--- src/rtl/seg_disp_sched.sv ---
// seg_disp_sched
//   Shares one 4-digit seven-segment display between two round-robin
//   normal sources and one pre-emptive alarm source. The outputs feed the
//   dynamic display driver directly.
// Ports:
//   sys_clk, sys_rst_n          clock, async active-low reset
//   req0/1/2                    level requests (req2 = alarm)
//   data0/1/2 [13:0]            binary value per source
//   point0/1/2 [3:0]            decimal-point mask per source
//   gnt [2:0]                   one-hot owner (registered decode of state)
//   data_out [13:0]             granted value clamped to 9999 (one cycle after gnt)
//   point_out [3:0]             granted point mask (one cycle after gnt)
//   seg_en                      high while any source owns the display
//   ovf                         granted value was clamped
module seg_disp_sched #(
    parameter int CLK_PER_MS = 100_000,
    parameter int DWELL_MS   = 2000
) (
    input  logic        sys_clk,
    input  logic        sys_rst_n,
    input  logic        req0,
    input  logic        req1,
    input  logic        req2,
    input  logic [13:0] data0,
    input  logic [13:0] data1,
    input  logic [13:0] data2,
    input  logic [3:0]  point0,
    input  logic [3:0]  point1,
    input  logic [3:0]  point2,
    output logic [2:0]  gnt,
    output logic [13:0] data_out,
    output logic [3:0]  point_out,
    output logic        seg_en,
    output logic        ovf
);
    localparam logic [1:0] ST_IDLE  = 2'd0;
    localparam logic [1:0] ST_SHOW0 = 2'd1;
    localparam logic [1:0] ST_SHOW1 = 2'd2;
    localparam logic [1:0] ST_ALARM = 2'd3;

    localparam int PW = (CLK_PER_MS > 1) ? $clog2(CLK_PER_MS) : 1;
    localparam int DW = (DWELL_MS > 1) ? $clog2(DWELL_MS) : 1;
    localparam logic [PW-1:0] PRE_MAX   = PW'(CLK_PER_MS - 1);
    localparam logic [DW-1:0] DWELL_MAX = DW'(DWELL_MS - 1);
    localparam logic [13:0]   MAX_VAL   = 14'd9999;

    logic [1:0]    state, state_nxt;
    logic          last;           // last normal source served
    logic [PW-1:0] pre_cnt;
    logic [DW-1:0] dwell_cnt;
    logic          tick, dwell_done;

    assign tick       = (pre_cnt == PRE_MAX);
    assign dwell_done = tick && (dwell_cnt == DWELL_MAX);

    always_comb begin
        state_nxt = state;
        if (state != ST_ALARM && req2) begin
            state_nxt = ST_ALARM;
        end else begin
            case (state)
                ST_ALARM: if (!req2) state_nxt = ST_IDLE;
                ST_IDLE: begin
                    if (req0 && req1)
                        state_nxt = last ? ST_SHOW0 : ST_SHOW1;
                    else if (req0)
                        state_nxt = ST_SHOW0;
                    else if (req1)
                        state_nxt = ST_SHOW1;
                end
                ST_SHOW0: begin
                    // A release wins over dwell expiry in the same cycle.
                    if (!req0)
                        state_nxt = req1 ? ST_SHOW1 : ST_IDLE;
                    else if (dwell_done && req1)
                        state_nxt = ST_SHOW1;
                end
                ST_SHOW1: begin
                    if (!req1)
                        state_nxt = req0 ? ST_SHOW0 : ST_IDLE;
                    else if (dwell_done && req0)
                        state_nxt = ST_SHOW0;
                end
                default: state_nxt = ST_IDLE;
            endcase
        end
    end

    always_ff @(posedge sys_clk or negedge sys_rst_n) begin
        if (!sys_rst_n) begin
            state     <= ST_IDLE;
            last      <= 1'b1;
            pre_cnt   <= '0;
            dwell_cnt <= '0;
            gnt       <= 3'b000;
        end else begin
            state <= state_nxt;
            case (state_nxt)
                ST_SHOW0: gnt <= 3'b001;
                ST_SHOW1: gnt <= 3'b010;
                ST_ALARM: gnt <= 3'b100;
                default:  gnt <= 3'b000;
            endcase
            if (state_nxt != state) begin
                pre_cnt   <= '0;
                dwell_cnt <= '0;
                if (state_nxt == ST_SHOW0) last <= 1'b0;
                if (state_nxt == ST_SHOW1) last <= 1'b1;
            end else if (tick) begin
                // Wraps on dwell_done, so a lone requester simply restarts its dwell.
                pre_cnt   <= '0;
                dwell_cnt <= dwell_done ? '0 : dwell_cnt + 1'b1;
            end else begin
                pre_cnt <= pre_cnt + 1'b1;
            end
        end
    end

    // Live source mux; registered below so outputs lag gnt by one cycle.
    logic [13:0] sel_data;
    logic [3:0]  sel_point;

    always_comb begin
        sel_data  = '0;
        sel_point = '0;
        case (state)
            ST_SHOW0: begin sel_data = data0; sel_point = point0; end
            ST_SHOW1: begin sel_data = data1; sel_point = point1; end
            ST_ALARM: begin sel_data = data2; sel_point = point2; end
            default:  ;
        endcase
    end

    always_ff @(posedge sys_clk or negedge sys_rst_n) begin
        if (!sys_rst_n) begin
            data_out  <= '0;
            point_out <= '0;
            seg_en    <= 1'b0;
            ovf       <= 1'b0;
        end else begin
            data_out  <= (sel_data > MAX_VAL) ? MAX_VAL : sel_data;
            ovf       <= (sel_data > MAX_VAL);
            point_out <= sel_point;
            seg_en    <= (state != ST_IDLE);
        end
    end
endmodule

--- config.mk ---
export PLATFORM = sky130hd
export DESIGN_NAME = seg_disp_sched
export DESIGN_NICKNAME = d
export VERILOG_FILES = /design/src/rtl/seg_disp_sched.sv
export SDC_FILE = /design/constraint.sdc
export NUM_CORES = 1
export LEC_CHECK = 0
export CAP_MARGIN = 5
export CORE_AREA = 2 2 68 134
export DETAILED_ROUTE_END_ITERATION = 16
export DIE_AREA = 0 0 70 136
export GPL_TIMING_DRIVEN = 0
export MAX_ROUTING_LAYER = met4
export PLACE_DENSITY = 0.6
export SLEW_MARGIN = 30
export SYNTH_ARGS = -nofsm -noshare
export SYNTH_HDL_FRONTEND = slang
export SYNTH_SLANG_ARGS = --single-unit
--- constraint.sdc ---
create_clock -name sys_clk -period 2.2 [get_ports sys_clk]
set_input_delay 0.44 -clock sys_clk [delete_from_list [all_inputs] [get_ports sys_clk]]
set_output_delay 0.44 -clock sys_clk [all_outputs]
set_load 0.03 [all_outputs]
Word-level counts from Yosys, hierarchy flattened
Cells that the tools add are included.
{"block": "word_totals", "ff_bits": 54, "input_bits": 59, "output_inout_bits": 23, "elab_cells": 56}
{"block": "op_classes", "addsub": 2, "magnitude_cmp": 1, "n_eq_ne": 10, "mux": 24, "n_reduce_logical": 10}
{"op": "$pmux W14 S3", "count": 1}
{"op": "$mux W17", "count": 2}
{"op": "$mux W11", "count": 3}
{"op": "$mux W2", "count": 11}
{"op": "$add A17 B1 Y17 const B", "count": 1}
{"op": "$eq A17 B17 Y1 const B", "count": 1}
{"op": "$gt A14 B14 Y1 const B", "count": 1}
{"op": "$mux W14", "count": 1}
{"op": "$pmux W4 S3", "count": 1}
{"op": "$add A11 B1 Y11 const B", "count": 1}
{"op": "$eq A11 B11 Y1 const B", "count": 1}
{"op": "$pmux W3 S3", "count": 1}
{"op": "$eq A2 B2 Y1 const B", "count": 4}
{"op": "$pmux W2 S4", "count": 1}
{"op": "$reduce_bool A2 Y1", "count": 3}
{"op": "$logic_and A1 B1 Y1", "count": 5}
{"op": "$eq A2 B1 Y1 const B", "count": 2}
{"op": "$mux W1", "count": 3}
{"op": "$logic_not A2 Y1", "count": 1}
{"op": "$ne A2 B2 Y1", "count": 1}
{"op": "$ne A2 B2 Y1 const B", "count": 1}
{"op": "$reduce_and A2 Y1", "count": 1}

Longest topological paths before layout
Gate-level depths: netlist of run 1.
{"block": "logic_depth", "depth_word": 10, "mapped_depth": 11, "depth_no_buf": 9}

Worst setup path after synthesis of run 1
No wires, ideal clock.
{"block": "synth_path", "path_kind": "reg-to-reg", "startpoint": "reg pre_cnt[0]", "endpoint": "reg pre_cnt[10]", "setup_time_ns": 0.081, "arrival_ns": 2.299, "required_time_ns": 2.119, "slack_ns": -0.180, "stages_incl_launch_ff": 12, "path_buffers": 4, "synth_period_minus_slack_ns": 2.380, "cell_sequence": "dfrtp_1 -> ha_1 -> and4_1 -> buf_2 -> and4_1 -> buf_4 -> o2111ai_2 -> a311o_1 -> a31o_2 -> buf_6 -> buf_6 -> nor3_2"}
{"block": "synth_between", "elab_chain_cells": 9, "word_cells_on_any_way": 14, "cone_classes": "add/sub: 1; eq/ne: 2; mux: 8; reduce/logical: 3"}
{"element": "start, declared", "line": "49", "rtl": "logic [PW-1:0] pre_cnt;"}
{"element": "start signal, assigned", "line": "114", "rtl": "pre_cnt <= pre_cnt + 1'b1;"}
{"element": "$eq A17 B17 Y1", "line": "53", "rtl": "assign tick = (pre_cnt == PRE_MAX);"}
{"element": "$logic_and A1 B1 Y1", "line": "54", "rtl": "assign dwell_done = tick && (dwell_cnt == DWELL_MAX);"}
{"element": "$logic_and A1 B1 Y1, on equally long branches", "line": "81, 75"}
{"element": "$mux W2, on equally long branches", "line": "81, 75"}
{"element": "$mux W2, on equally long branches", "line": "79, 73"}
{"element": "$pmux W2 S4", "line": "61", "rtl": "case (state)"}
{"element": "$mux W2", "line": "58", "rtl": "if (state != ST_ALARM && req2) begin"}
{"element": "$ne A2 B2 Y1", "line": "104", "rtl": "if (state_nxt != state) begin"}
{"element": "$mux W17 *", "line": "104"}
Every way passes the cells marked *; elsewhere a longest branch is shown, timed or not.
A chain may end at the register's enable or synchronous reset.

Final worst setup path of run 1
{"block": "layout_path", "startpoint": "reg pre_cnt[1]", "endpoint": "reg pre_cnt[0]"}
{"block": "layout_between", "elab_chain_cells": 9, "word_cells_on_any_way": 13, "cone_classes": "eq/ne: 2; mux: 8; reduce/logical: 3"}
{"element": "$eq A17 B17 Y1 *", "line": "53"}
{"element": "$logic_and A1 B1 Y1", "line": "54"}
{"element": "$logic_and A1 B1 Y1, on equally long branches", "line": "81, 75"}
{"element": "$mux W2, on equally long branches", "line": "81, 75"}
{"element": "$mux W2, on equally long branches", "line": "79, 73"}
{"element": "$pmux W2 S4", "line": "61"}
{"element": "$mux W2", "line": "58"}
{"element": "$ne A2 B2 Y1", "line": "104"}
{"element": "$mux W17 *", "line": "104"}
Marked as above.

==> impl_metrics.toml, run 1 <==
[logic_synthesis]
synth_ff_type = "dfrtp_1"
synth_common_cells = "53 x dfrtp_1, 22 x nand2_1, 22 x nor3_1"
synth.most_common_cell = "dfrtp_1"
yosysUniqueCellTypes = 50
synth_top_area_cell = "dfrtp_1"
async_flop_share_pct = 100
ys_warn_count = 0
yosysTopAreaCellShare_pct = 45.7
ys_ff_latch = 54
ys_seq_area_share_pct = 46.6
synth_area_leaders = "dfrtp_1 46%, mux2_2 4.7%, xor2_1 3.9%, nor3_1 3.8%, xnor2_1 3.3%"
synthesis.instances = 282
avgSynthCellArea_sq_um = 10.3
syn_nets = 344
synth_area_sq_um = 2900
synth_enable_flop_cells = 0

[clock_network]
clock_path_buffers = 2
path_clk_slew_ps = 70
clock_latency_ps = 300
cts_max_level = 2
clock_tree.root_cell = "clkbuf_16"
cts_buffers = 5
clock-sinks = 54
cts_tree = "built"

[floorplanning]
initial_core_util_pct = 34.0
ios = 82
die_x_um = 70
row_count = 48
die_h_um = 136
core_sq_um = 8530
design.die.area_sq_um = 9520

[route]
via_count = 2617
avgRoutedWirePerCell_um = 17.8
final_antenna_net_count = 0
drc = 0
drt_pre_antenna_iters = 4
routed_wl_um = 8700
viasPerCell = 5.34
drtIter0Drc = 90

[timing]
finalCritPeriodShare_pct = 105
grt_setup_unrepaired = "yes"
fmax_mhz = 433
finalSetupViolCount = 26
finalClockSkew_ps = 4.25
slew_violations = 0
finalSetupTns_ps = -1310
relSlewSlack_pct = 70.7
finalCriticalPeriod_ps = 2310
setup_slack_ps = -107
worst_slew_pin_slew_ps = 436
hold_viol = 0

[final_layout]
area_growth_pct = 55.6
final_nets = 451
drive_gt1_share_pct = 28.2
nFillCells = 774
post-route-util_pct = 52.9
insertedDiodeCount = 0

[pwr]
p_leak_nw = 1.76
ir_drop_v = 0.000318
p_per_area_nw_per_um2 = 594

[hold_path]
min_to = "gnt[0]$_DFF_PN0_"
min_from = "req0"
holdPathStages = 3
hold_class = "input pin to flip-flop"

[critical_path]
r2r_cells = 11
reg2reg_slack_ps = -110
cp-end-kind = "flip-flop"
cp_max_fo = 6
critPathArrivalTime_ps = 2530
r2r_start = "pre_cnt[1]$_DFF_PN0_"
worstPathRequired_ps = 2420
r2r-end = "pre_cnt[0]$_DFF_PN0_"
worst-setup-path-type = "flip-flop to flip-flop"
start_kind = "flip-flop"

[status]
failed_checks = "negative setup slack"
status = "finished with violations"

[job]
cap_violations = 0

[global_route]
overflow = 0
grt_pass1_vias = 2745
antenna_found_initial = 0
grt_max_degree = 43
grt_use_total_pct = 18.7
grt_pass1_wl_um = 13500

[placed_design]
io_buffers = 79
place_congestion = 0.781
dp_hpwl_um = 6040
dp_slack_ps = -385
where the power goes:
group / total, mW / switching, mW / internal, mW
clock network: 0.908 / 0.370 / 0.538
registers: 1.09 / 0.0261 / 1.06
logic: 0.687 / 0.357 / 0.331
sequential cells by signal, indices dropped and copies added, names as in the netlist:
register and cells:
data_out 14, dwell_cnt 11, gnt 3, last 1
ovf 1, point_out 4, pre_cnt 17, seg_en 1
state 2
worst max-delay path by stage:
stage,from,to,slack (ps),cells after the start
after floorplan,pre_cnt[0]$_DFF_PN0_,pre_cnt[0]$_DFF_PN0_,5,11
after global placement,sys_rst_n,data_out[5]$_DFF_PN0_,-1020,1
after detailed placement,state[0]$_DFF_PN0_,data_out[2]$_DFF_PN0_,-380,8
after CTS,pre_cnt[0]$_DFF_PN0_,pre_cnt[15]$_DFF_PN0_,-130,10
after global routing,pre_cnt[1]$_DFF_PN0_,pre_cnt[0]$_DFF_PN0_,-180,11
final,pre_cnt[1]$_DFF_PN0_,pre_cnt[0]$_DFF_PN0_,-110,11
routing by layer:
layer,wire length [um],GRT usage (%),vias up
met5,0,-,-
met4,281,9.72,0
met3,533,3.71,18
met2,4820,35.4,106
met1,3070,17.2,1268
li1,-,-,1225
critical path: stages, from the launching register on:
cell and delay (ps):
dfrtp_1 390, ha_2 190, and4_1 150, buf_6 120
nand4_1 60, buf_4 160, o221ai_4 120, a311o_1 370
a31o_4 270, buf_8 150, clkbuf_16 160, nor3_2 90
area by class of cell:
| class | count | area (sq um) | share of cell area (%) |
|---|---|---|---|
| clock inverters | 2 | 37.5 | 0.832 |
| multi-input cells | 205 | 1710 | 37.9 |
| well taps | 100 | 125 | 2.77 |
| plain buffers | 16 | 133 | 2.94 |
| flip-flops and latches | 54 | 1360 | 30.1 |
| repair buffers | 102 | 1000 | 22.2 |
| inverters | 5 | 20.0 | 0.444 |
| clock buffers | 6 | 129 | 2.86 |
logic make-up after synthesis:
group                      share of synthesized area [%]
adders and majority gates                           1.29
and+or+nand+nor                                     23.8
DFF                                                 46.6
muxes                                               7.08
AOI/OAI and AO/OA                                   10.1
buffers and inverters                               3.93
xor gates and xnor gates                            7.25
placed cells by master (no fill, tap or decap), types with 7 or more instances in the layout:
cell type | Yosys | final
xnor2_1 | 11 | 11
a22oi_1 | 8 | 7
nor2_1 | 18 | 17
mux2_2 | 12 | 12
nand2_1 | 22 | 22
dfrtp_1 | 53 | 49
mux2i_1 | 7 | 7
xor2_1 | 13 | 13
clkdlybuf4s50_1 | 0 | 78
nor3_2 | 7 | 16
nor3_1 | 22 | 7
nand4_1 | 7 | 7
buf_4 | 1 | 21
nand3_1 | 11 | 11
o21ai_0 | 9 | 8
per-stage QoR:
stage               std cells  area (sq um)  hold slack, ps  total power, mW
floorplan                 282          2930             144             1.42
global placement          461          3840             509             1.71
detailed placement        462          3860             311             1.72
CTS                       480          4210             439             2.67
global route              490          4510             459             2.79
finish                    490          4510             459             2.68
repair_timing:
action | CTS | global route
buffers inserted | 9 | 10
hold endpoints to repair | 12 | 0
gates cloned | 1 | 1
hold buffers | 1 | 0
resized for setup | 28 | 45
pin swaps | 6 | 13
setup endpoints to repair | 40 | 39
No activity file was read; power rests on OpenSTA's default activity.
==> run 2, diff against run 1 <==
Settings changed: CORE_AREA 2 2 68 134 to 2 2 80 158, DIE_AREA 0 0 70 136 to 0 0 82 160, GPL_ROUTABILITY_DRIVEN set to 0, PLACE_DENSITY 0.6 to 0.43.
Clock period 2.2 ns to 2.4 ns, I/O delays scaled along.
==> run 2 against run 1 <==
The flow still finishes with violations (negative setup slack). Critical path depth unchanged. Combinational power decreased by 11%. Die area increased by 38%. Cell count increased by 7.6%. Clock power decreased by 9.3%. Hold slack got worse by 450 ps. Via count decreased by 3.9%. Highest routed layer unchanged.
==> impl_metrics.toml, run 2 (synthesis gave the netlist of run 1 again) <==
[placed_design]
io_buffers = 79
dp_hpwl_um = 5650
dp_slack_ps = -398

[route]
viasPerCell = 4.77
routed_wl_um = 7990
wl_met2_um = 4090
via_count = 2514
wl_met1_um = 3550
avgRoutedWirePerCell_um = 15.2
route.met3.wl_um = 238
final_antenna_net_count = 0
drt_pre_antenna_iters = 4
dr.max_layer_used = "met4"
drtIter0Drc = 132
drc = 0

[final_layout]
area_growth_pct = 51.6
post-route-util_pct = 36.7
largest_reg_flops = 17
final_nets = 441
top_regs = "pre_cnt: 17 flops, data_out: 14 flops, dwell_cnt: 11 flops"
insertedDiodeCount = 0
drive_gt1_share_pct = 22.4
top_register = "pre_cnt"
final_common_cell = "clkdlybuf4s50_1"
final_cell_mix = "78 x clkdlybuf4s50_1, 53 x dfrtp_1, 22 x nand2_1, 17 x nor2_1, 13 x xor2_1"

[pwr]
p_leak_nw = 1.68
ir_drop_v = 0.000338
p_per_area_nw_per_um2 = 554
power.total_mw = 2.43

[global_route]
grt_use_total_pct = 12.8
grt_pass1_vias = 2648
grt_max_degree = 46
antenna_found_initial = 0
overflow = 0
grt_pass1_wl_um = 12800

[job]
cap_violations = 0

[floorplanning]
die_x_um = 82
die_h_um = 160
core_sq_um = 12000
row_count = 57
initial_core_util_pct = 24.2
design.die.area_sq_um = 13100
ios = 82

[critical_path]
cp-end-kind = "flip-flop"
worst-setup-path-type = "flip-flop to flip-flop"
worstPathBufferInverterCount = 4
crit_path_cell_trace = "ha_4 -> and4_1 -> buf_6 -> and4_1 -> buf_6 -> o2111ai_4 -> a311o_1 -> a31o_4 -> buf_8 -> clkbuf_16 -> a21oi_2"
start_kind = "flip-flop"
max_stage_delay_ps = 410
critPathArrivalTime_ps = 2660
cp_slowest_cell = "dfrtp_1"
worstPathRequired_ps = 2630
cpLargestDelayFamily = "compound AO/OA/AOI/OAI gates"
cp_max_fo = 6

[clock_network]
clock_latency_ps = 300
clock_tree.root_cell = "clkbuf_16"
cts_tree = "built"
clock-sinks = 54
path_clk_slew_ps = 70
cts_buffers = 5
cts_hold_buffers = 0
clock_path_buffers = 2
cts_max_level = 2

[timing]
grt_setup_unrepaired = "yes"
finalClockSkew_ps = 4.82
finalSetupViolCount = 15
relSlewSlack_pct = 63.0
fmax_mhz = 412
holdWs_ps = 9.44
finalCriticalPeriod_ps = 2430
setup_slack_ps = -29.3
slew_violations = 0
hold_viol = 0
finalCritPeriodShare_pct = 101
worst_slew_pin_slew_ps = 555

[status]
failed_checks = "negative setup slack"
status = "finished with violations"

[hold_path]
hold_class = "input pin to asynchronous set/reset pin"
-- run 2: what timing repair did --
| item | CTS | global route |
|---|---|---|
| gates cloned | 0 | 2 |
| pin swaps | 2 | 13 |
| setup buffers | 4 | 5 |
| gates resized for setup | 13 | 38 |
| endpoints found under the setup margin | 40 | 39 |
-- run 2: area by class of cell --
cell class / count / area [sq um]
fill: 1221 / 7590
multi-input combinational: 205 / 1610
sequential: 54 / 1350
timing repair buffer: 91 / 933
tap: 147 / 184
clock buffer: 6 / 129
buffer: 17 / 128
clock inverter: 2 / 37.5
inverter: 5 / 22.5
-- run 2: power by group --
group / switching, mW / total, mW / leakage [nW] / internal [mW]
logic: 0.317 / 0.613 / 0.900 / 0.297
clock network: 0.331 / 0.824 / 0.0771 / 0.493
registers: 0.0252 / 0.996 / 0.703 / 0.971
-- run 2: final timing paths --
| kind | start | end | slack, ps | cells past startpoint |
|---|---|---|---|---|
| worst max-delay path | pre_cnt[0]$_DFF_PN0_ | dwell_cnt[9]$_DFFE_PN0P_ | -30 | 11 |
| worst min-delay path | sys_rst_n | pre_cnt[13]$_DFF_PN0_ | 9 | 1 |
| worst max register to register | pre_cnt[0]$_DFF_PN0_ | dwell_cnt[9]$_DFFE_PN0P_ | -30 | 11 |
| worst min register to register | dwell_cnt[10]$_DFFE_PN0P_ | dwell_cnt[10]$_DFFE_PN0P_ | 560 | 2 |
| max in group asynchronous | sys_rst_n | last$_DFFE_PN1P_ | 1860 | 2 |
| min in group sys_clk | req0 | gnt[0]$_DFF_PN0_ | 500 | 3 |
-- run 2: metrics by stage --
step,setup TNS [ps],cell area (sq um),instances
3_3_place_gp,-51600,3870,508
3_5_place_dp,-10910,3900,509
6_report,-225,4400,527
2_1_floorplan,0,2900,282
5_1_grt,-2910,4400,527
4_1_cts,-247,4130,520
-- run 2: per-layer routing --
metal | vias to the layer above | global-route usage (%)
li1 | 1214 | -
met2 | 56 | 20.4
met3 | 7 | 2.03
met5 | - | -
met4 | 0 | 3.64
met1 | 1237 | 16.7
